## src/rtl/int_mult_pkg.sv

```systemverilog
// rtl/int_mult_pkg.sv - shared types, limits and extended-operand product helper for the integer multiplier
package int_mult_pkg;

  typedef enum logic {MULT_UNSIGNED = 1'b0, MULT_SIGNED = 1'b1} mult_mode_e;

  localparam int INT_MULT_MIN_DM = 2;
  localparam int INT_MULT_MAX_W  = 64;

  // Operands arrive right-aligned; the low wa+wb bits of the result hold the exact product.
  function automatic logic [2*INT_MULT_MAX_W-1:0] int_mult_ext_product(
    input logic [INT_MULT_MAX_W-1:0] a,
    input logic [INT_MULT_MAX_W-1:0] b,
    input int                        wa,
    input int                        wb,
    input mult_mode_e                mode
  );
    logic [2*INT_MULT_MAX_W-1:0] ax;
    logic [2*INT_MULT_MAX_W-1:0] bx;
    logic [2*INT_MULT_MAX_W-1:0] amask;
    logic [2*INT_MULT_MAX_W-1:0] bmask;
    logic                        asign;
    logic                        bsign;
    amask = {(2*INT_MULT_MAX_W){1'b1}} << wa;
    bmask = {(2*INT_MULT_MAX_W){1'b1}} << wb;
    ax    = {{INT_MULT_MAX_W{1'b0}}, a} & ~amask;
    bx    = {{INT_MULT_MAX_W{1'b0}}, b} & ~bmask;
    // ~mask & (mask >> 1) isolates the operand's top bit
    asign = (mode == MULT_SIGNED) && (|(ax & ~amask & (amask >> 1)));
    bsign = (mode == MULT_SIGNED) && (|(bx & ~bmask & (bmask >> 1)));
    if (asign) ax = ax | amask;
    if (bsign) bx = bx | bmask;
    return ax * bx;
  endfunction

endpackage

```

## src/rtl/int_mult_stage.sv

```systemverilog
// rtl/int_mult_stage.sv - one pipeline register slot: valid bit plus payload, load-enabled, cleared by flush/reset
module int_mult_stage
  import int_mult_pkg::*;
#(
  parameter int W = 8
) (
  input  logic         clk,
  input  logic         rst,
  input  logic         flush,
  input  logic         load,
  input  logic         in_valid,
  input  logic [W-1:0] in_data,
  output logic         out_valid,
  output logic [W-1:0] out_data
);

  logic         valid_q;
  logic         valid_d;
  logic [W-1:0] data_q;
  logic [W-1:0] data_d;

  always_comb begin
    valid_d = valid_q;
    data_d  = data_q;
    if (load) begin
      valid_d = in_valid;
      data_d  = in_data;
    end
    if (flush) valid_d = 1'b0;
  end

  always_ff @(posedge clk or posedge rst) begin
    if (rst) begin
      valid_q <= 1'b0;
      data_q  <= '0;
    end else begin
      valid_q <= valid_d;
      data_q  <= data_d;
    end
  end

  assign out_valid = valid_q;
  assign out_data  = data_q;

endmodule

```

## src/rtl/int_mult_pipe.sv

```systemverilog
// rtl/int_mult_pipe.sv - pipelined signed/unsigned integer multiplier with tag sideband, backpressure and flush
// Optional per-stage bubble collapse: INT_MULT_PIPE_BUBBLE_COLLAPSE_EN
module int_mult_pipe
  import int_mult_pkg::*;
#(
  parameter int WIDTHA = 17,
  parameter int WIDTHB = 17,
  parameter int DM     = 4,
  parameter int TAGW   = 4
) (
  input  logic                     clk,
  input  logic                     rst,
  input  logic                     flush,
  input  logic                     in_valid,
  output logic                     in_ready,
  input  logic                     in_signed,
  input  logic [WIDTHA-1:0]        A,
  input  logic [WIDTHB-1:0]        B,
  input  logic [TAGW-1:0]          in_tag,
  output logic                     out_valid,
  input  logic                     out_ready,
  output logic [WIDTHA+WIDTHB-1:0] RES,
  output logic [TAGW-1:0]          out_tag,
  output logic                     busy
);

  localparam int PW  = WIDTHA + WIDTHB;
  localparam int S0W = 1 + TAGW + PW;
  localparam int SW  = TAGW + PW;

  if (DM < INT_MULT_MIN_DM) begin : g_bad_dm
    $error("int_mult_pipe: DM must be at least %0d", INT_MULT_MIN_DM);
  end
  if (WIDTHA < 2 || WIDTHB < 2 || WIDTHA > INT_MULT_MAX_W || WIDTHB > INT_MULT_MAX_W) begin : g_bad_w
    $error("int_mult_pipe: operand widths must lie in 2..%0d", INT_MULT_MAX_W);
  end
  if (TAGW < 1) begin : g_bad_tag
    $error("int_mult_pipe: TAGW must be at least 1");
  end

  logic [DM-1:0]     v;
  logic [DM-1:0]     adv;
  logic [S0W-1:0]    s0_data;
  logic [SW-1:0]     sd [1:DM-1];
  logic [SW-1:0]     s1_in;
  mult_mode_e        s0_mode;
  logic [TAGW-1:0]   s0_tag;
  logic [WIDTHA-1:0] s0_a;
  logic [WIDTHB-1:0] s0_b;

  always_comb begin
    adv = '0;
`ifdef INT_MULT_PIPE_BUBBLE_COLLAPSE_EN
    // A stage may move if it is empty or the stage after it moves.
    adv[DM-1] = !v[DM-1] || out_ready;
    for (int k = DM - 2; k >= 0; k--) begin
      adv[k] = !v[k] || adv[k+1];
    end
`else
    adv = {DM{!v[DM-1] || out_ready}};
`endif
  end

  assign in_ready = adv[0] && !flush;

  int_mult_stage #(.W(S0W)) u_s0 (
    .clk      (clk),
    .rst      (rst),
    .flush    (flush),
    .load     (adv[0]),
    .in_valid (in_valid && in_ready),
    .in_data  ({in_signed, in_tag, A, B}),
    .out_valid(v[0]),
    .out_data (s0_data)
  );

  assign s0_mode = mult_mode_e'(s0_data[S0W-1]);
  assign s0_tag  = s0_data[PW +: TAGW];
  assign s0_a    = s0_data[WIDTHB +: WIDTHA];
  assign s0_b    = s0_data[WIDTHB-1:0];
  assign s1_in   = {s0_tag, PW'(int_mult_ext_product(INT_MULT_MAX_W'(s0_a), INT_MULT_MAX_W'(s0_b),
                                                     WIDTHA, WIDTHB, s0_mode))};

  for (genvar k = 1; k < DM; k++) begin : g_stage
    logic [SW-1:0] stage_in;
    if (k == 1) begin : g_product
      assign stage_in = s1_in;
    end else begin : g_delay
      assign stage_in = sd[k-1];
    end
    int_mult_stage #(.W(SW)) u_stage (
      .clk      (clk),
      .rst      (rst),
      .flush    (flush),
      .load     (adv[k]),
      .in_valid (v[k-1]),
      .in_data  (stage_in),
      .out_valid(v[k]),
      .out_data (sd[k])
    );
  end

  assign out_valid = v[DM-1];
  assign RES       = sd[DM-1][PW-1:0];
  assign out_tag   = sd[DM-1][PW +: TAGW];
  assign busy      = |v;

endmodule

```

## config.mk

```make
export PLATFORM = sky130hd
export DESIGN_NAME = int_mult_pipe
export DESIGN_NICKNAME = d
export VERILOG_FILES = /design/src/rtl/int_mult_pkg.sv /design/src/rtl/int_mult_stage.sv /design/src/rtl/int_mult_pipe.sv
export SDC_FILE = /design/constraint.sdc
export NUM_CORES = 1
export LEC_CHECK = 0
export ABC_AREA = 1
export CAP_MARGIN = 10
export CORE_ASPECT_RATIO = 0.5
export CORE_UTILIZATION = 58
export DETAILED_ROUTE_END_ITERATION = 6
export HOLD_SLACK_MARGIN = 0.05
export PLACE_DENSITY_LB_ADDON = 0.12
export SLEW_MARGIN = 20
export SYNTH_ARGS = -nofsm -noshare
export SYNTH_HDL_FRONTEND = slang
export SYNTH_HIERARCHICAL = 1
export SYNTH_SLANG_ARGS = --single-unit
```

## constraint.sdc

```tcl
create_clock -name clk -period 7.21 [get_ports clk]
set_clock_uncertainty 0.2 [all_clocks]
set_input_delay 1.0815 -clock clk [delete_from_list [all_inputs] [get_ports clk]]
set_output_delay 1.0815 -clock clk [all_outputs]
set_load 0.01 [all_outputs]
```

---- Word-level counts from Yosys, hierarchy flattened ----
Cells that the tools add are included.
cells by class
  $mul .................................... 1
  muxes and demuxes ....................... 10
  reduce and logical (&&, ||, !) cells .... 9
operators by type and width
  cell               number
  $mux 128           2
  $mul 128x128->34   1
  $mux 1             8
  $logic_and 1x1->1  4
  $reduce_or 4->1    1
  $logic_not 1->1    2
  $reduce_bool 2->1  1
  $logic_or 1x1->1   1
word-level totals
  register bits after elaboration ......... 157
  input port bits ......................... 44
  output and inout bits ................... 41
  word-level logic and storage cells ...... 28

---- Logic depth before layout (Yosys ltp) ----
  depth in word-level cells ............... 6
  mapped depth ............................ 38

---- Hierarchy ----
Netlist, hierarchy kept.
modules (own cells, without submodules)
  module                                    times used  cells an instance  area an instance (µm²)
  int_mult_pipe                             1           2030               15693.8
  int_mult_stage at g_stage[1].u_stage ...  3           168                1635.3
  int_mult_stage at u_s0                    1           172                1616.6

---- Least setup slack after synthesis ----
Ideal clock, no wire load.
  kind .................................... reg-to-reg
  from .................................... register u_s0.data_q[33] (netlist: u_s0/out_data[33])
  to ...................................... register g_stage[1].u_stage.data_q[33]
  library setup time ...................... 0.124 ns
  arrival time ............................ 6.876 ns
  data required time ...................... 6.886 ns
  setup slack ............................. 0.010 ns
  stages on the path, launching flop included .. 30
  path buffers ............................ 1
  period minus slack after synthesis ...... 7.200 ns
  path through ............................ dfrtp_1 > buf_2 > nand2_1 > clkinv_1 > nand2_1 > fa_1 > inv_1 > fa_1 > fa_1 > inv_1 > fa_1 > fa_1 > fa_1 > inv_1 > fa_1 > inv_1 > fa_1 > inv_1 > ha_1 > nand2_1 > o21ai_0 > nor2b_1 > nor2_1 > nand3_1 > a21oi_1 > inv_1 > nand3_1 > nand2_1 > nand2_1 > o21ai_1
between the ends
  word-level cells in the longest chain between the ends .. 3
RTL lines
  item                         RTL line              text
  start, declared              int_mult_stage.sv:19  logic [W-1:0] data_q;
  start signal, assigned       int_mult_stage.sv:38  data_q <= data_d;
  $logic_and 1x1->1            int_mult_pkg.sv:28    asign = (mode == MULT_SIGNED) && (|(ax & ~amask & (amask >> 1)));
  $mux 128 (*)                 int_mult_pkg.sv:30    if (asign) ax = ax | amask;
  $mul 128x128->34 (*)         int_mult_pkg.sv:32    return ax * bx;
  via g_stage[1].stage_in[33]  int_mult_pipe.sv:85   logic [SW-1:0] stage_in;
  end signal, assigned         int_mult_stage.sv:38
  end, declared                int_mult_stage.sv:19
The timed path passes the listed nets; every way through them passes the cells marked *.
A chain may end at the register's enable or synchronous reset.

---- Worst setup path in the final report ----
  from .................................... register u_s0.data_q[25] (netlist: u_s0/out_data[25])
  to ...................................... register g_stage[1].u_stage.data_q[25]
between the ends
  word-level cells in the longest chain between the ends .. 2
RTL lines
  item                         RTL line
  $mux 128                     int_mult_pkg.sv:30
  $mul 128x128->34             int_mult_pkg.sv:32
  via g_stage[1].stage_in[25]  int_mult_pipe.sv:85
The timed path passes the listed nets, and every way through them passes these cells.

==> results.md <==
- The run finished with clean final reports.
- The total vias in the final route is 16748.
- The share of cells above drive strength 1 is 0.0974.
- The number of instances in the placed design is 3285.
- Counting every instance in the synthesized netlist gives 2706.
- Summed over all nets, the half-perimeter wirelength after detailed placement is 44600 um.
- The count of state elements after synthesis is 157.
- The class of the most critical setup path is reg -> reg.
- STA classifies the critical path startpoint as a register.
- The worst hold path belongs to the class reg -> reg.
- The tool flagged a number of max-cap violations equal to 0.
- The Yosys step of the flow raised 6 warnings.
- The number of non-filler instances in the completed layout is 3318.
- For this configuration, the core starts out at a cell density of 0.592.
- In this run the register-to-register setup slack is 0.19 ns.
- The row count is 50.
- In this run the count of I/O pins placed on the die edge is 85.
- The congestion estimate from routability-driven global placement came to 0.959.
- By count the netlist is led by 883 x sky130_fd_sc_hd__inv_1, 574 x sky130_fd_sc_hd__nand2_1, 381 x sky130_fd_sc_hd__fa_1, 157 x sky130_fd_sc_hd__dfrtp_1, 150 x sky130_fd_sc_hd__ha_1.
- The count of buffers added on input and output ports is 84.
- The nature of the critical path endpoint is a register.
- For the worst setup path, the data required time is 7.39 ns.
- The critical path's slowest cell is sky130_fd_sc_hd__fa_1.
- The overall die height is 140 um.
- Clock tree synthesis inserted a total of 17 buffers.
- The number of hold violations in the final report is 0.
- The number of enable-type register cells in the synthesized netlist is 0.
- The root buffer cell is sky130_fd_sc_hd__clkbuf_16.
- Dividing the detail-routed wire length by the instance count gives 16.5 um.
- The post-place setup slack is 0.100 ns.
- The most instantiated library cell after synthesis is sky130_fd_sc_hd__inv_1.
- The via count of the first global-routing pass was 17400.
- The number of library cell types mapped by synthesis is 48.
- The number of diodes added for antenna fixing is 0.
- The arrival time of the worst setup path is 7.20 ns.
- For this design, the sink count on the clock tree is 157.
- The wire length of the first global-routing pass is 90900 um.
- The cell depth of the worst min-delay path is 2.
- By area the synthesized netlist is led by sky130_fd_sc_hd__fa_1 34%, sky130_fd_sc_hd__dfrtp_1 18%, sky130_fd_sc_hd__inv_1 15%.
- The total setup violations reported at the end of the flow is 0.
- The worst hold path begins at g_stage[2].u_stage/out_data[2]$_DFFE_PP0P_.
- The final global-route overflow total is 0.
- The share of synthesized area in the top cell type comes to 0.343.
- The final layout contains 3386 nets.
- The sequential-to-total area share from yosys stat is 0.177.
- The main flop type after synthesis is sky130_fd_sc_hd__dfrtp_1.
- The iteration-0 DRC count of the detailed router is 1361.
- The final worst-path cycle share is 0.974.
- The routed design has 54600 um of wire.
- The clock period could shrink to 7.02 ns.
- A synthesized cell averages 8.21 um^2.
- The share of flip-flops with an asynchronous set or reset is 1.00.
- The cell occurring most often along the worst timing path is sky130_fd_sc_hd__fa_1.
- In this design, the stage delay of the slowest critical-path cell is 0.55 ns.
- The worst path meets setup with 0.186 ns of slack.
- The count of fill cells added during filler insertion is 3220.
- The worst hold path terminates at g_stage[3].u_stage/out_data[2]$_DFFE_PP0P_.
- The number of H-tree branching levels is 4.
- The mapped netlist covers 0.0222 mm^2.
- The startpoint identified for the worst register-to-register timing path is u_s0/out_data[25]$_DFFE_PP0P_.
- The maximum clock insertion buffer count is 2.
- The max-slew violation count is 0.
- After clock tree synthesis, the clock-pin slew on the worst setup and hold paths is 0.09 ns.
- The number of remaining DRC errors is 0.
- In this run the horizontal extent of the chip is 279 um.
- For the worst-skew pair, the clock arrives at the later sink with an insertion delay of 0.45 ns.
- Of all nets on the critical path, the largest fanout is 11.
- The die covers 0.0391 mm^2.
- The logic depth of the worst register-to-register path is 25.
- The number of antenna violations at the first check in global routing was 0.
- For the pin with the worst max-slew slack, the measured transition is 0.959 ns.
- The count of nets left with antenna violations after detail routing is 0.
- The post-synthesis cell type with the largest combined area is sky130_fd_sc_hd__fa_1.
- The routed via count divided by cell count is 5.05.
- The clock tree from TritonCTS is built.
- For this run, the total global-route usage over all layers was measured as 0.303.
- Derived from the worst setup path, the maximum achievable clock frequency is 142 MHz.
- Synthesis produced a netlist with a net count of 3281.
- The layout overhead on the synthesized area is 11.3%.
- The relative slew slack is 0.359.
- The floorplan step defined a core boundary enclosing 0.0375 mm^2.
- The endpoint identified for the worst register-to-register timing path is g_stage[1].u_stage/out_data[25]$_DFFE_PP0P_.
- Entering global routing, the biggest net connects 174 pins.
- The fraction of the core area covered by cells at the end of the flow is 0.659.
- The first detailed-routing pass took 5 iterations.
sequential cells by signal, indices dropped and copies added (netlist names):
name                       cells
g_stage.u_stage/out_data     114
u_s0/out_data                 39
g_stage.u_stage/out_valid      3
u_s0/out_valid                 1
worst max path at each step:
stage                                             endpoint                          start  slack, ns  cells after the start
4_1_cts        g_stage[1].u_stage/out_data[27]$_DFFE_PP0P_   u_s0/out_data[7]$_DFFE_PP0P_       0.06                     26
2_1_floorplan  g_stage[1].u_stage/out_data[33]$_DFFE_PP0P_  u_s0/out_data[33]$_DFFE_PP0P_       0.01                     29
6_report       g_stage[1].u_stage/out_data[25]$_DFFE_PP0P_  u_s0/out_data[25]$_DFFE_PP0P_       0.19                     25
3_3_place_gp   g_stage[1].u_stage/out_data[30]$_DFFE_PP0P_  u_s0/out_data[38]$_DFFE_PP0P_       0.18                     27
3_5_place_dp   g_stage[1].u_stage/out_data[27]$_DFFE_PP0P_   u_s0/out_data[7]$_DFFE_PP0P_       0.10                     26
5_1_grt        g_stage[1].u_stage/out_data[30]$_DFFE_PP0P_  u_s0/out_data[38]$_DFFE_PP0P_      -0.01                     29
what timing repair did:
action                                  CTS  global route
gates resized for setup                   0            55
setup buffers                             0             1
endpoints found under the setup margin    0            11
hold buffers                              0             0
cells by family (layout without fill, tap and decap cells):
family | Yosys count | in the layout | synth area share
fa+ha+maj | 531 | 531 | 0.428
buf+inv | 991 | 1109 | 0.180
simple gates | 758 | 758 | 0.141
flops | 157 | 157 | 0.177
xor+xnor | 38 | 38 | 0.0150
compound gates | 231 | 231 | 0.0599
metrics by stage:
stage	TNS, ns	hold slack [ns]	area, um^2
floorplan	0	0.250	22200
global placement	0	0.260	23900
detailed placement	0	0.267	23900
CTS	0	0.279	24500
global route	-0.0199	0.304	24700
finish	0	0.282	24700
worst max-delay path: cells and delay by family (launching register included):
family | cells | cell delay [ns]
AOI/OAI and AO/OA | 5 | 0.87
xor gates and xnor gates | 1 | 0.24
adders and majority gates | 9 | 4.03
buffers and inverters | 6 | 0.47
DFF | 1 | 0.52
and+or+nand+nor | 4 | 0.60
routing by layer:
metal  part of all wire  wire, um  GRT usage
met5                  0         0          0
met1               0.45     24900      0.426
met4              0.031      1690      0.103
met2               0.45     24800      0.481
met3              0.061      3320     0.0489
layout make-up:
class	instances	area [um^2]	area share
timing repair buffer	191	1750	0.0708
sequential	157	3940	0.159
multi-input combinational	1558	14500	0.585
inverter	886	3330	0.135
tap	494	618	0.0250
clock buffer	17	425	0.0172
clock inverter	15	193	0.00779
layout by cell type (no fill, tap or decap), drive strengths merged, types with 2 or more instances in the layout:
cell type	count
buf	107
nand3b	5
nand4	7
clkinv	8
a21oi	39
nor4	2
inv	892
nor2	70
o21ai	174
nand2	613
dfrtp	157
clkdlybuf4s50	84
o21a	3
a21o	2
clkbuf	17
nand3	44
fa	381
nor3	6
ha	150
o21bai	6
a31oi	3
xnor2	10
or2	7
xor2	28
Power is not shown: default switching activity piles up to over one toggle a cycle in this logic, so the estimate is an artifact.
